File: src/rtl/div_pkg.sv
// Shared definitions for the sequential restoring divider.
package div_pkg;

  localparam int unsigned DEFAULT_WIDTH = 4;

  typedef enum logic [1:0] {
    S_IDLE = 2'd0,
    S_RUN  = 2'd1,
    S_DONE = 2'd2
  } state_t;

endpackage

File: src/rtl/addsub_n.sv
// Parameterized ripple add/sub: s = a + (b ^ op) + op, carry-out on cout.
module addsub_n #(
  parameter int unsigned N = 5
) (
  input  logic [N-1:0] a,
  input  logic [N-1:0] b,
  input  logic         op,
  output logic [N-1:0] s,
  output logic         cout
);

  logic [N-1:0] bx;
  logic         carry;

  assign bx = b ^ {N{op}};

  // Bit-serial ripple chain; op doubles as the carry-in for subtraction.
  always_comb begin
    s     = '0;
    carry = op;
    for (int i = 0; i < int'(N); i++) begin
      s[i]  = a[i] ^ bx[i] ^ carry;
      carry = (a[i] & bx[i]) | (carry & (a[i] ^ bx[i]));
    end
    cout = carry;
  end

endmodule

File: src/rtl/seq_divider.sv
// Sequential unsigned restoring divider, one quotient bit per clock.
module seq_divider
  import div_pkg::*;
#(
  parameter int unsigned WIDTH = DEFAULT_WIDTH
) (
  input  logic             clk,
  input  logic             rst,
  input  logic [WIDTH-1:0] in_a,
  input  logic [WIDTH-1:0] in_b,
  input  logic             in_start,
  output logic             out_busy,
  output logic             out_done,
  output logic [WIDTH-1:0] out_q,
  output logic [WIDTH-1:0] out_r,
  output logic             out_divz
);

  localparam int unsigned PW    = WIDTH + 1;
  localparam int unsigned CNT_W = $clog2(WIDTH + 1);

  state_t           state, state_nxt;
  logic [WIDTH-1:0] q_sr;
  logic [WIDTH-1:0] div_r;
  logic [PW-1:0]    p_r;
  logic [CNT_W-1:0] cnt;

  logic             accept;
  logic             last_step;
  logic [PW-1:0]    p_sh;
  logic [PW-1:0]    trial;
  logic             no_borrow;
  logic [PW-1:0]    p_step;
  logic [WIDTH-1:0] q_step;

  assign accept    = in_start && (state != S_RUN);
  assign last_step = (cnt == CNT_W'(WIDTH - 1));

  // One restoring step: shift {P,Q} left, trial-subtract the divisor.
  assign p_sh = {p_r[WIDTH-1:0], q_sr[WIDTH-1]};

  addsub_n #(.N(PW)) u_sub (
    .a    (p_sh),
    .b    ({1'b0, div_r}),
    .op   (1'b1),
    .s    (trial),
    .cout (no_borrow)
  );

  assign p_step = no_borrow ? trial : p_sh;
  assign q_step = {q_sr[WIDTH-2:0], no_borrow};

  always_comb begin
    state_nxt = state;
    case (state)
      S_IDLE: begin
        if (in_start) state_nxt = (in_b == '0) ? S_DONE : S_RUN;
      end
      S_RUN: begin
        if (last_step) state_nxt = S_DONE;
      end
      S_DONE: begin
        if (in_start) state_nxt = (in_b == '0) ? S_DONE : S_RUN;
        else          state_nxt = S_IDLE;
      end
      default: state_nxt = S_IDLE;
    endcase
  end

  always_ff @(posedge clk) begin
    if (rst) begin
      state    <= S_IDLE;
      q_sr     <= '0;
      div_r    <= '0;
      p_r      <= '0;
      cnt      <= '0;
      out_busy <= 1'b0;
      out_done <= 1'b0;
      out_q    <= '0;
      out_r    <= '0;
      out_divz <= 1'b0;
    end else begin
      state    <= state_nxt;
      out_busy <= (state_nxt == S_RUN);
      out_done <= (state_nxt == S_DONE);
      if (accept) begin
        q_sr     <= in_a;
        div_r    <= in_b;
        p_r      <= '0;
        cnt      <= '0;
        out_divz <= 1'b0;
        // Divide by zero bypasses RUN and publishes results immediately.
        if (in_b == '0) begin
          out_q    <= '1;
          out_r    <= in_a;
          out_divz <= 1'b1;
        end
      end else if (state == S_RUN) begin
        q_sr <= q_step;
        p_r  <= p_step;
        cnt  <= cnt + CNT_W'(1);
        if (last_step) begin
          out_q <= q_step;
          out_r <= p_step[WIDTH-1:0];
        end
      end
    end
  end

endmodule

File: config.mk
export PLATFORM = sky130hd
export DESIGN_NAME = seq_divider
export DESIGN_NICKNAME = d
export VERILOG_FILES = /design/src/rtl/div_pkg.sv /design/src/rtl/addsub_n.sv /design/src/rtl/seq_divider.sv
export SDC_FILE = /design/constraint.sdc
export NUM_CORES = 1
export LEC_CHECK = 0
export ABC_AREA = 1
export CAP_MARGIN = 20
export CORE_UTILIZATION = 26
export CTS_CLUSTER_SIZE = 24
export DETAILED_ROUTE_END_ITERATION = 12
export MAX_ROUTING_LAYER = met4
export SKIP_LAST_GASP = 1
export SYNTH_ARGS = -nofsm -noshare
export SYNTH_HDL_FRONTEND = slang
export SYNTH_SLANG_ARGS = --single-unit
export TNS_END_PERCENT = 100
File: constraint.sdc
create_clock -name clk -period 2.3 [get_ports clk]
set_input_delay 0.23 -clock clk [delete_from_list [all_inputs] [get_ports clk]]
set_output_delay 0.23 -clock clk [all_outputs]
set_load 0.05 [all_outputs]
# Yosys cells after proc, flatten, opt, wreduce, memory -nomap -nowiden

Index checks and enable logic that the tools add are counted.

Register bits: 28
Bits of input ports: 11
Output and inout bits: 11
Word-level logic and storage cells: 66

Add/subtract/negate cells: 1
Eq/ne operators: 7
Muxes and demuxes: 17
Bitwise gates (word level): 24
Reduce and logical (&&, ||, !) cells: 7

Operators with widths:

| kind                                                                    | count |
|---|---|
| 4-bit two-way mux                                                       | 11 |
| 1-bit bitwise AND                                                       | 9 |
| 2-bit two-way mux                                                       | 4 |
| 1-bit XOR                                                               | 8 |
| 2-bit case mux with 3 select lines                                      | 1 |
| 4-bit inverter with 5-bit output                                        | 1 |
| 1-bit OR                                                                | 5 |
| 2-bit by 1-bit equality test with 1-bit output, second input constant   | 2 |
| 2-bit equality test, second input constant                              | 2 |
| 4-bit zero test                                                         | 1 |
| 2-bit by 1-bit inequality test with 1-bit output, second input constant | 2 |
| 2-bit nonzero test                                                      | 2 |
| 3-bit by 1-bit adder with 3-bit output, second input constant           | 1 |
| 3-bit by 2-bit equality test with 1-bit output, second input constant   | 1 |
| 3-bit AND reduction                                                     | 1 |
| 2-bit zero test                                                         | 1 |
| 2-bit OR reduction                                                      | 1 |
| 1-bit logical AND                                                       | 1 |
| 1-bit two-way mux                                                       | 1 |
| 1-bit inverter                                                          | 1 |

# Logic depth before layout (Yosys ltp)

Gate-level depths: netlist of the first run.

Word-level depth: 15
Gate-level depth with buffers: 15
Depth with buffers taken out: 15

# Modules after synthesis

From an unflattened synthesis of the first run, not the netlist that was laid out.

Cells, all modules: 209
Area total of the unflattened synthesis: 1457.6 um2

Modules (own cells, without submodules):

| module      | times used | cells each | area an instance (um2) | seq. area each (um2) |
|---|---|---|---|---|
| seq_divider | 1          | 174        | 1232.4                 | 560.5 |
| addsub_n    | 1          | 35         | 225.2                  | 0.0 |

# Least setup slack after synthesis of the first run

No wires, ideal clock.

Path kind: reg-to-reg
From: register q_sr[3]
To: register out_r[2]
Setup time: 113 ps
Arrival time: 2035 ps
Required time: 2187 ps
Path slack: 152 ps
Stages on the path, launching flop included: 15
Path buffers: 0
Period minus slack after synthesis: 2148 ps
Path through: dfxtp_1 inv_1 ha_1 inv_1 fa_1 inv_1 fa_1 inv_1 fa_1 nor2_1 nand2_1 nand3_2 nand2_1 nor2_1 nor2_1

Cells in the longest elaborated chain, start to end: 14
Elaborated cells between the ends (all ways): 16
Classes of those cells: 4 x mux; 12 x bitwise

Ends and longest elaborated chain:

| what                                           | RTL line           | source |
|---|---|---|
| from (decl)                                    | seq_divider.sv:23  | `logic [WIDTH-1:0] q_sr;` |
| from (signal assigned)                         | seq_divider.sv:87  | `q_sr <= in_a;` |
| from (signal assigned)                         | seq_divider.sv:99  | `q_sr <= q_step;` |
| 1-bit bitwise AND or 1-bit XOR (tied branches) | addsub_n.sv:23     | `carry = (a[i] & bx[i]) \| (carry & (a[i] ^ bx[i]));` |
| 1-bit OR (*)                                   | addsub_n.sv:23     |  |
| 1-bit bitwise AND (*)                          | addsub_n.sv:23     |  |
| 1-bit OR (*)                                   | addsub_n.sv:23     |  |
| 1-bit bitwise AND                              | addsub_n.sv:23     |  |
| 1-bit OR                                       | addsub_n.sv:23     |  |
| 1-bit bitwise AND                              | addsub_n.sv:23     |  |
| 1-bit OR                                       | addsub_n.sv:23     |  |
| 1-bit bitwise AND                              | addsub_n.sv:23     |  |
| 1-bit OR                                       | addsub_n.sv:23     |  |
| 4-bit two-way mux (*)                          | seq_divider.sv:50  | `assign p_step = no_borrow ? trial : p_sh;` |
| 4-bit two-way mux (*)                          | seq_divider.sv:102 | `if (last_step) begin` |
| 4-bit two-way mux (*)                          | seq_divider.sv:98  | `end else if (state == S_RUN) begin` |
| 4-bit two-way mux (*)                          | seq_divider.sv:86  | `if (accept) begin` |
| to (signal assigned)                           | seq_divider.sv:95  | `out_r <= in_a;` |
| to (signal assigned)                           | seq_divider.sv:104 | `out_r <= p_step[WIDTH-1:0];` |
| to (decl)                                      | seq_divider.sv:15  | `output logic [WIDTH-1:0] out_r,` |

Mark *: on every way between the ends. The rest lies on a longest branch, timed or not. The select of a mux whose other input is x is not followed.
A chain may end at the register's enable or synchronous reset.

# Worst setup path in the final report of the first run

Ends and elaborated chain as after synthesis.

==> results of run 1 <==
sequential cells by signal (all words and copies together), names as in the netlist:
register,count
p_r,4
cnt,3
out_q,4
out_done,1
out_r,4
q_sr,4
state,2
out_busy,1
div_r,4
out_divz,1
area by class of cell:
class	instances	area (um^2)
timing repair buffer	26	247.7
inverter	33	123.9
multi-input combinational	124	704.4
tap	67	83.83
clock buffer	4	55.05
fill	545	3103
sequential	28	561.8
through the flow:
step	hold WS [ns]	worst slack, ns
floorplan	0.3930	0.1522
global placement	0.4481	-0.01968
detailed placement	0.4420	-0.06339
CTS	0.4695	0.009548
global route	0.5034	-0.05613
finish	0.4657	0.06052
where the power goes:
group | switching (uW) | internal [uW] | leakage [uW] | total [uW]
Sequential | 17.4 | 509 | 0.000229 | 526
Combinational | 168 | 116 | 0.000547 | 284
Clock | 157 | 153 | 0.0000288 | 310
Total | 342 | 778 | 0.000805 | 1120
synth_stat cells, drive strengths merged:
master	count	area (um^2)
nand3	18	100.1
a21oi	14	70.07
dfxtp	28	560.5
inv	33	123.9
buf	4	32.53
nand2	48	200.2
ha	3	37.54
xor2	1	8.760
nor2	28	122.6
fa	3	60.06
or2	1	6.260
o21ai	8	40.04
worst max-delay path, cell delays in order (launching register included):
cell,delay [ns]
dfxtp_2,0.34
inv_2,0.07
ha_4,0.13
inv_2,0.03
fa_2,0.32
inv_2,0.06
fa_2,0.18
inv_2,0.04
fa_2,0.40
nor2_4,0.19
nand2_2,0.09
nand3_2,0.08
nand2_1,0.05
nor2_1,0.10
nor2_1,0.05
worst max path at each step:
stage                 start        to  slack [ns]  depth (start not counted)
global placement    q_sr[3]  out_r[2]       -0.02                         14
finish              q_sr[3]  out_r[2]        0.06                         14
detailed placement  q_sr[3]  out_r[3]       -0.06                         14
CTS                 q_sr[3]  out_r[2]        0.01                         14
floorplan           q_sr[3]  out_r[2]        0.15                         14
global route        q_sr[3]  out_r[2]       -0.06                         14
cells by family after synthesis:
group           share of synthesized area (%)
compound gates                          8.081
fa+ha+maj                               7.163
flops                                   41.14
buf+inv                                 11.48
simple gates                            31.50
xor+xnor                               0.6429
repair_timing:
action	4_1_cts	5_1_grt
setup buffers	0	3
gates cloned	0	0
gates resized for setup	1	21
pin swaps	0	13
setup endpoints to repair	5	10
per-layer routing:
| layer | vias up | GRT usage (%) |
|---|---|---|
| met5 | - | - |
| met4 | 0 | 3.145 |
| met3 | 4 | 1.762 |
| met2 | 19 | 19.82 |
| met1 | 544 | 16.85 |
| li1 | 631 | - |
==> results.cfg, run 1 <==
[outcome]
status = complete, no violations

[drt]
wl_met3_um = 79
wl_per_cell_um = 10.90
drc = 0
topRoutingLayerUsed = met4
via_per_inst = 4.248
met2WireLength_mm = 1.519
vias = 1198
dr.pass1.iters = 4
wl_met1_mm = 1.445
antenna_left = 0
totalWireLength_mm = 3.075
drt-initial-drc-count = 58

[critical_path]
regToRegSetupSlack_ns = 0.06
criticalPathCategory = reg2reg
cp-start-kind = flip-flop
crit_arrival_ns = 2.42
cp_max_fo = 5
timing.rr.end = out_r[2]
worstPathRequired_ns = 2.48
endpoint_kind = flip-flop
reg2reg_depth = 14
rr_startpoint = q_sr[3]

[pwr]
peakVddDrop_mv = 0.2403
p_per_area_mw_per_mm2 = 630.6
p_total_uw = 1120
p_leak_uw = 0.0008050

[sta]
fin_worst_skew_ns = 0.006777
fin_crit_sh_pct = 97.37
fin_tns_setup_ns = 0
relSlewSlack_pct = 66.71
fmax_mhz = 446.5
rsz0062_at_grt = true
fin_crit_ns = 2.239
setup_viol = 0
drv_slew = 0
hold_viol_final = 0
tightest_slew_ns = 0.4979

[clock_tree]
cts-root-buf = clkbuf_8
clkSinkCount = 28
cts_buffers = 3
clock_path_buffers = 2
tritoncts = done
hold_buffers = 0
clkSlewWorstSetupHoldPaths_ns = 0.10
htreeDepth = 1
clkLatencyLatePin_ns = 0.28

[global_route]
antenna_found_initial = 0
overflow = 0
grt_usage_pct = 12.54
grt_pass1_wl_mm = 5.209
grt_pass1_vias = 1144
grt_max_degree = 16

[placed_design]
placed_area_mm2 = 0.001639
gp_congestion = 0.8287
io_buffers = 21
hpwl_mm = 2.250
dp.cells = 275

[cells_and_area]
final_cell_mix = nand2_1, dfxtp_1, inv_1
area_growth_pct = 30.39
final_area_mm2 = 0.001777
fin_util_pct = 36.41
final_nets = 233
fin_cells = 282
diodes = 0
final_common_cell = nand2_1
drive_gt1_share_pct = 19.53

[yosys]
synth_fp_nets = 206
synth.ff_latch_count = 28
syn_inst = 189
synth_seq_area_share_pct = 41.14
syn_area_per_cell_um2 = 7.209
yosys.cell_types.count = 20
synth_warnings = 0
netlist_area_mm2 = 0.001363

[min_path]
min_from = out_q[0]
hp-class = reg2reg
holdPathStages = 2
worstHoldEndpoint = out_q[0]

[floorplanning]
die_x_um = 74.39
die-area_mm2 = 0.005534
dieHeight_um = 74.39
rows = 25
num_io_pins = 22
start_util_pct = 27.92
fp.coreArea_mm2 = 0.004880

[job]
max_cap_viol_count = 0
(Power assumes the default switching activity.)
==> run 2, diff against run 1 <==
--- a/config.mk
+++ b/config.mk
@@ -7,10 +7,11 @@
 export LEC_CHECK = 0
 export ABC_AREA = 1
 export CAP_MARGIN = 20
-export CORE_UTILIZATION = 26
+export CORE_UTILIZATION = 47
 export CTS_CLUSTER_SIZE = 24
 export DETAILED_ROUTE_END_ITERATION = 12
 export MAX_ROUTING_LAYER = met4
+export PLACE_DENSITY = 0.74
 export SKIP_LAST_GASP = 1
 export SYNTH_ARGS = -nofsm -noshare
 export SYNTH_HDL_FRONTEND = slang
==> results.cfg, run 2 (same netlist as run 1, synthesis figures left out) <==
[cells_and_area]
fin_util_pct = 60.16
drive_gt1_share_pct = 15.09
final_cell_mix = nand2_1, inv_1, dfxtp_1
final_common_cell = nand2_1
final_nets = 230
diodes = 0
area_growth_pct = 21.76

[global_route]
overflow = 0
grt_usage_pct = 19.11
grt_pass1_vias = 1083
antenna_found_initial = 0
grt_pass1_wl_mm = 4.526
grt_max_degree = 16

[clock_tree]
tritoncts = done
htreeDepth = 1
clkSinkCount = 28
clock_path_buffers = 2
clkSlewWorstSetupHoldPaths_ns = 0.15
cts_buffers = 3
cts-root-buf = clkbuf_4
clkLatencyLatePin_ns = 0.33

[sta]
tightest_slew_ns = 0.4991
fin_crit_ns = 2.188
fin_crit_sh_pct = 95.15
relSlewSlack_pct = 66.62
setup_viol = 0
worst_slack_ns = 0.1116
fin_worst_skew_ns = 0.007157
drv_slew = 0
fin_tns_setup_ns = 0
hold_viol_final = 0
rsz0062_at_grt = true
fmax_mhz = 456.9

[critical_path]
cp-start-kind = flip-flop
crit_chain = inv_2 > ha_2 > inv_1 > fa_2 > inv_2 > fa_2 > inv_1 > fa_2 > nor2_4 > nand2_2 > nand3_2 > nand2_1 > nor2_1 > nor2_1
critPathTopFamily = adder cells
worstPathRequired_ns = 2.55
cp_common_cell = fa_2
crit_arrival_ns = 2.44
cpPeakStageDelay_ns = 0.36
endpoint_kind = flip-flop
cp.buffers_inverters = 4
crit_slowest_cell = fa_2
criticalPathCategory = reg2reg
cp_max_fo = 5

[min_path]
hp-class = reg2reg

[job]
max_cap_viol_count = 0

[floorplanning]
die_x_um = 55.84
die-area_mm2 = 0.003118
fp.coreArea_mm2 = 0.002758
num_io_pins = 22
dieHeight_um = 55.84
rows = 19
start_util_pct = 49.41

[pwr]
peakVddDrop_mv = 0.5104
p_leak_uw = 0.0007804
p_per_area_mw_per_mm2 = 614.2

[placed_design]
gp_congestion = 0.8435
hpwl_mm = 2.094
io_buffers = 21
place_ws_ns = -0.09487

[drt]
wl_met3_um = 105
via_per_inst = 5.000
drt-initial-drc-count = 42
topRoutingLayerUsed = met4
totalWireLength_mm = 2.751
drc = 0
dr.pass1.iters = 4
vias = 1215
wl_met1_mm = 1.266
antenna_left = 0
met2WireLength_mm = 1.340
wl_per_cell_um = 11.32

[outcome]
status = complete, no violations
[run 2: changes by cell type in the layout (fill, tap and decap cells not counted), moves of 2 or more]
cell      previous run  this run
nand3_2              4         2
nand3_1             14        16
clkbuf_4             0         3
clkbuf_8             4         1
buf_4                5         2
nand2_2              9         6
nand2_1             37        40
[run 2: routing by layer]
layer  vias up  track usage, %
li1        623               -
met1       553           23.85
met2        34           30.98
met3         5           3.488
met4         0           7.317
met5         -               -
[run 2: final timing paths]
check	from	endpoint	slack, ns	cells past startpoint
max reg2reg	q_sr[3]	out_r[3]	0.11	14
min	out_q[3]	out_q[3]	0.48	2
min reg2reg	out_q[3]	out_q[3]	0.48	2
max	q_sr[3]	out_r[3]	0.11	14
[run 2: timing repair]
item / in CTS / in global routing
endpoints found under the setup margin: 4 / 9
resized for setup: 3 / 11
hold buffers: 0 / 0
pin swaps: 0 / 0
buffers inserted: 0 / 1
cloned: 0 / 0
[run 2: power by group]
| group | internal (uW) | leakage [uW] | switching (uW) |
|---|---|---|---|
| Sequential | 509 | 0.000229 | 16.2 |
| Clock | 97.1 | 0.0000210 | 143 |
| Combinational | 98.0 | 0.000531 | 156 |
| Total | 704 | 0.000780 | 315 |
[run 2: final cells by class]
type	count	area, um^2
Clock buffer	4	36.28
Inverter	33	123.9
Fill cell	271	1099
Tap cell	31	38.79
Multi-Input combinational cell	124	673.1
Timing Repair Buffer	23	225.2
Sequential cell	28	561.8
[run 2: worst min-delay path: stages (launching register included)]
cell and delay, ns:
dfxtp_1 0.35, o21ai_1 0.07, inv_1 0.04
[run 2: through the flow]
step                power (uW)  instances  hold WS, ns  area, um^2
floorplan                700.6        189       0.3930        1363
global placement         750.9        238       0.4410        1587
detailed placement       759.7        238       0.4501        1587
CTS                       1001        242       0.4857        1633
global route              1078        243       0.5052        1659
finish                    1019        243       0.4808        1659
==> run 3, diff against run 2 <==
--- a/config.mk
+++ b/config.mk
@@ -11,7 +11,7 @@
 export CTS_CLUSTER_SIZE = 24
 export DETAILED_ROUTE_END_ITERATION = 12
 export MAX_ROUTING_LAYER = met4
-export PLACE_DENSITY = 0.74
+export PLACE_DENSITY_LB_ADDON = 0.3
 export SKIP_LAST_GASP = 1
 export SYNTH_ARGS = -nofsm -noshare
 export SYNTH_HDL_FRONTEND = slang
==> results.cfg, run 3 (same netlist as run 1, synthesis figures left out) <==
[cells_and_area]
multi_input_area_um2 = 699.4
final_common_cell = nand2_1
final_nets = 230
final_cell_mix = nand2_1, inv_1, dfxtp_1
drive_gt1_share_pct = 17.92
diodes = 0
area_growth_pct = 24.98
regArea_um2 = 563.0
fin_cells = 243
fillers = 263

[pwr]
p_leak_uw = 0.0007916
p_per_area_mw_per_mm2 = 661.9
peakVddDrop_mv = 0.4550

[critical_path]
criticalPathCategory = reg2reg
worstPathRequired_ns = 2.57
crit_arrival_ns = 2.53
cp_max_fo = 5
endpoint_kind = flip-flop
cp-start-kind = flip-flop

[sta]
fmax_mhz = 442.1
drv_slew = 0
fin_crit_ns = 2.262
rsz0062_at_grt = true
holdWs_ns = 0.4817
relSlewSlack_pct = 66.25
fin_crit_sh_pct = 98.35
tightest_slew_ns = 0.5047
fin_worst_skew_ns = 0.002132
hold_viol_final = 0
fin_tns_setup_ns = 0
setup_viol = 0

[floorplanning]
dieHeight_um = 55.84
num_io_pins = 22
die-area_mm2 = 0.003118
fp.coreArea_mm2 = 0.002758
start_util_pct = 49.41
rows = 19
die_x_um = 55.84

[clock_tree]
tritoncts = done
clkLatencyLatePin_ns = 0.32
clock_path_buffers = 2
clkSlewWorstSetupHoldPaths_ns = 0.15
cts_buffers = 3
clkSinkCount = 28
cts-root-buf = clkbuf_4
htreeDepth = 1

[global_route]
grt_usage_pct = 20.73
overflow = 0
antenna_found_initial = 0
grt_max_degree = 17
grt_pass1_vias = 1201
grt_pass1_wl_mm = 5.050

[outcome]
status = complete, no violations

[drt]
wl_per_cell_um = 12.69
antenna_left = 0
drt-initial-drc-count = 54
dr.pass1.iters = 4
vias = 1227
via_per_inst = 5.049
drc = 0
totalWireLength_mm = 3.083

[placed_design]
hpwl_mm = 2.221
io_buffers = 21
gp_congestion = 0.9073
dp.cells = 239

[min_path]
hp-class = reg2reg

[job]
max_cap_viol_count = 0
[run 3: cell count changes in the layout (fill, tap and decap cells not counted), sizes merged]
| cell | previous run | this run |
|---|---|---|
| bufinv | 0 | 1 |
| clkbuf | 4 | 3 |
[run 3: through the flow]
stage | instance area [um^2] | setup slack [ns] | utilization (%) | power (uW)
6_report | 1703 | 0.03796 | 61.75 | 1127
3_5_place_dp | 1594 | -0.06950 | 57.80 | 772.0
4_1_cts | 1652 | -0.004497 | 59.89 | 1103
3_3_place_gp | 1594 | -0.01665 | 57.80 | 766.6
2_1_floorplan | 1363 | 0.1522 | - | 700.6
5_1_grt | 1703 | -0.08333 | 61.75 | 1182
[run 3: report_power, final]
| group | total (uW) | internal [uW] | switching (uW) |
|---|---|---|---|
| clock network | 324 | 176 | 148 |
| registers | 527 | 510 | 17.7 |
| logic | 276 | 107 | 168 |
[run 3: area by class of cell]
cell class | instances | area share [%]
tap | 31 | 2.278
inverter | 33 | 7.274
clock buffer | 3 | 1.323
clock inverter | 1 | 1.763
timing repair buffer | 23 | 13.23
sequential | 28 | 33.06
multi-input combinational | 124 | 41.07
[run 3: critical path, stage by stage, from the launching register on]
cell	delay, ns
dfxtp_2	0.36
inv_2	0.07
ha_4	0.13
inv_2	0.03
fa_2	0.32
inv_2	0.06
fa_2	0.18
inv_2	0.04
fa_2	0.40
inv_1	0.09
nand2_2	0.10
nand2_2	0.10
nand3_2	0.07
nand2_1	0.08
nor2_1	0.04
nor2_1	0.12
[run 3: final timing paths]
kind              slack, ns  cells after the start      from  endpoint
setup / recovery       0.04                     15   q_sr[3]  out_r[2]
hold / removal         0.48                      2  out_q[3]  out_q[3]
setup reg to reg       0.04                     15   q_sr[3]  out_r[2]
hold reg to reg        0.48                      2  out_q[3]  out_q[3]
[run 3: repair_timing]
action / 4_1_cts / 5_1_grt
endpoints found under the setup margin: 6 / 10
setup buffers: 0 / 0
pin swaps: 0 / 9
gates resized for setup: 2 / 19
hold buffers: 0 / 0
[run 3: metal layers]
metal,part of all wire (%),global-route usage [%]
met2,51,33.73
met5,0,-
met3,3.7,3.023
met4,0.94,8.711
met1,44,25.93
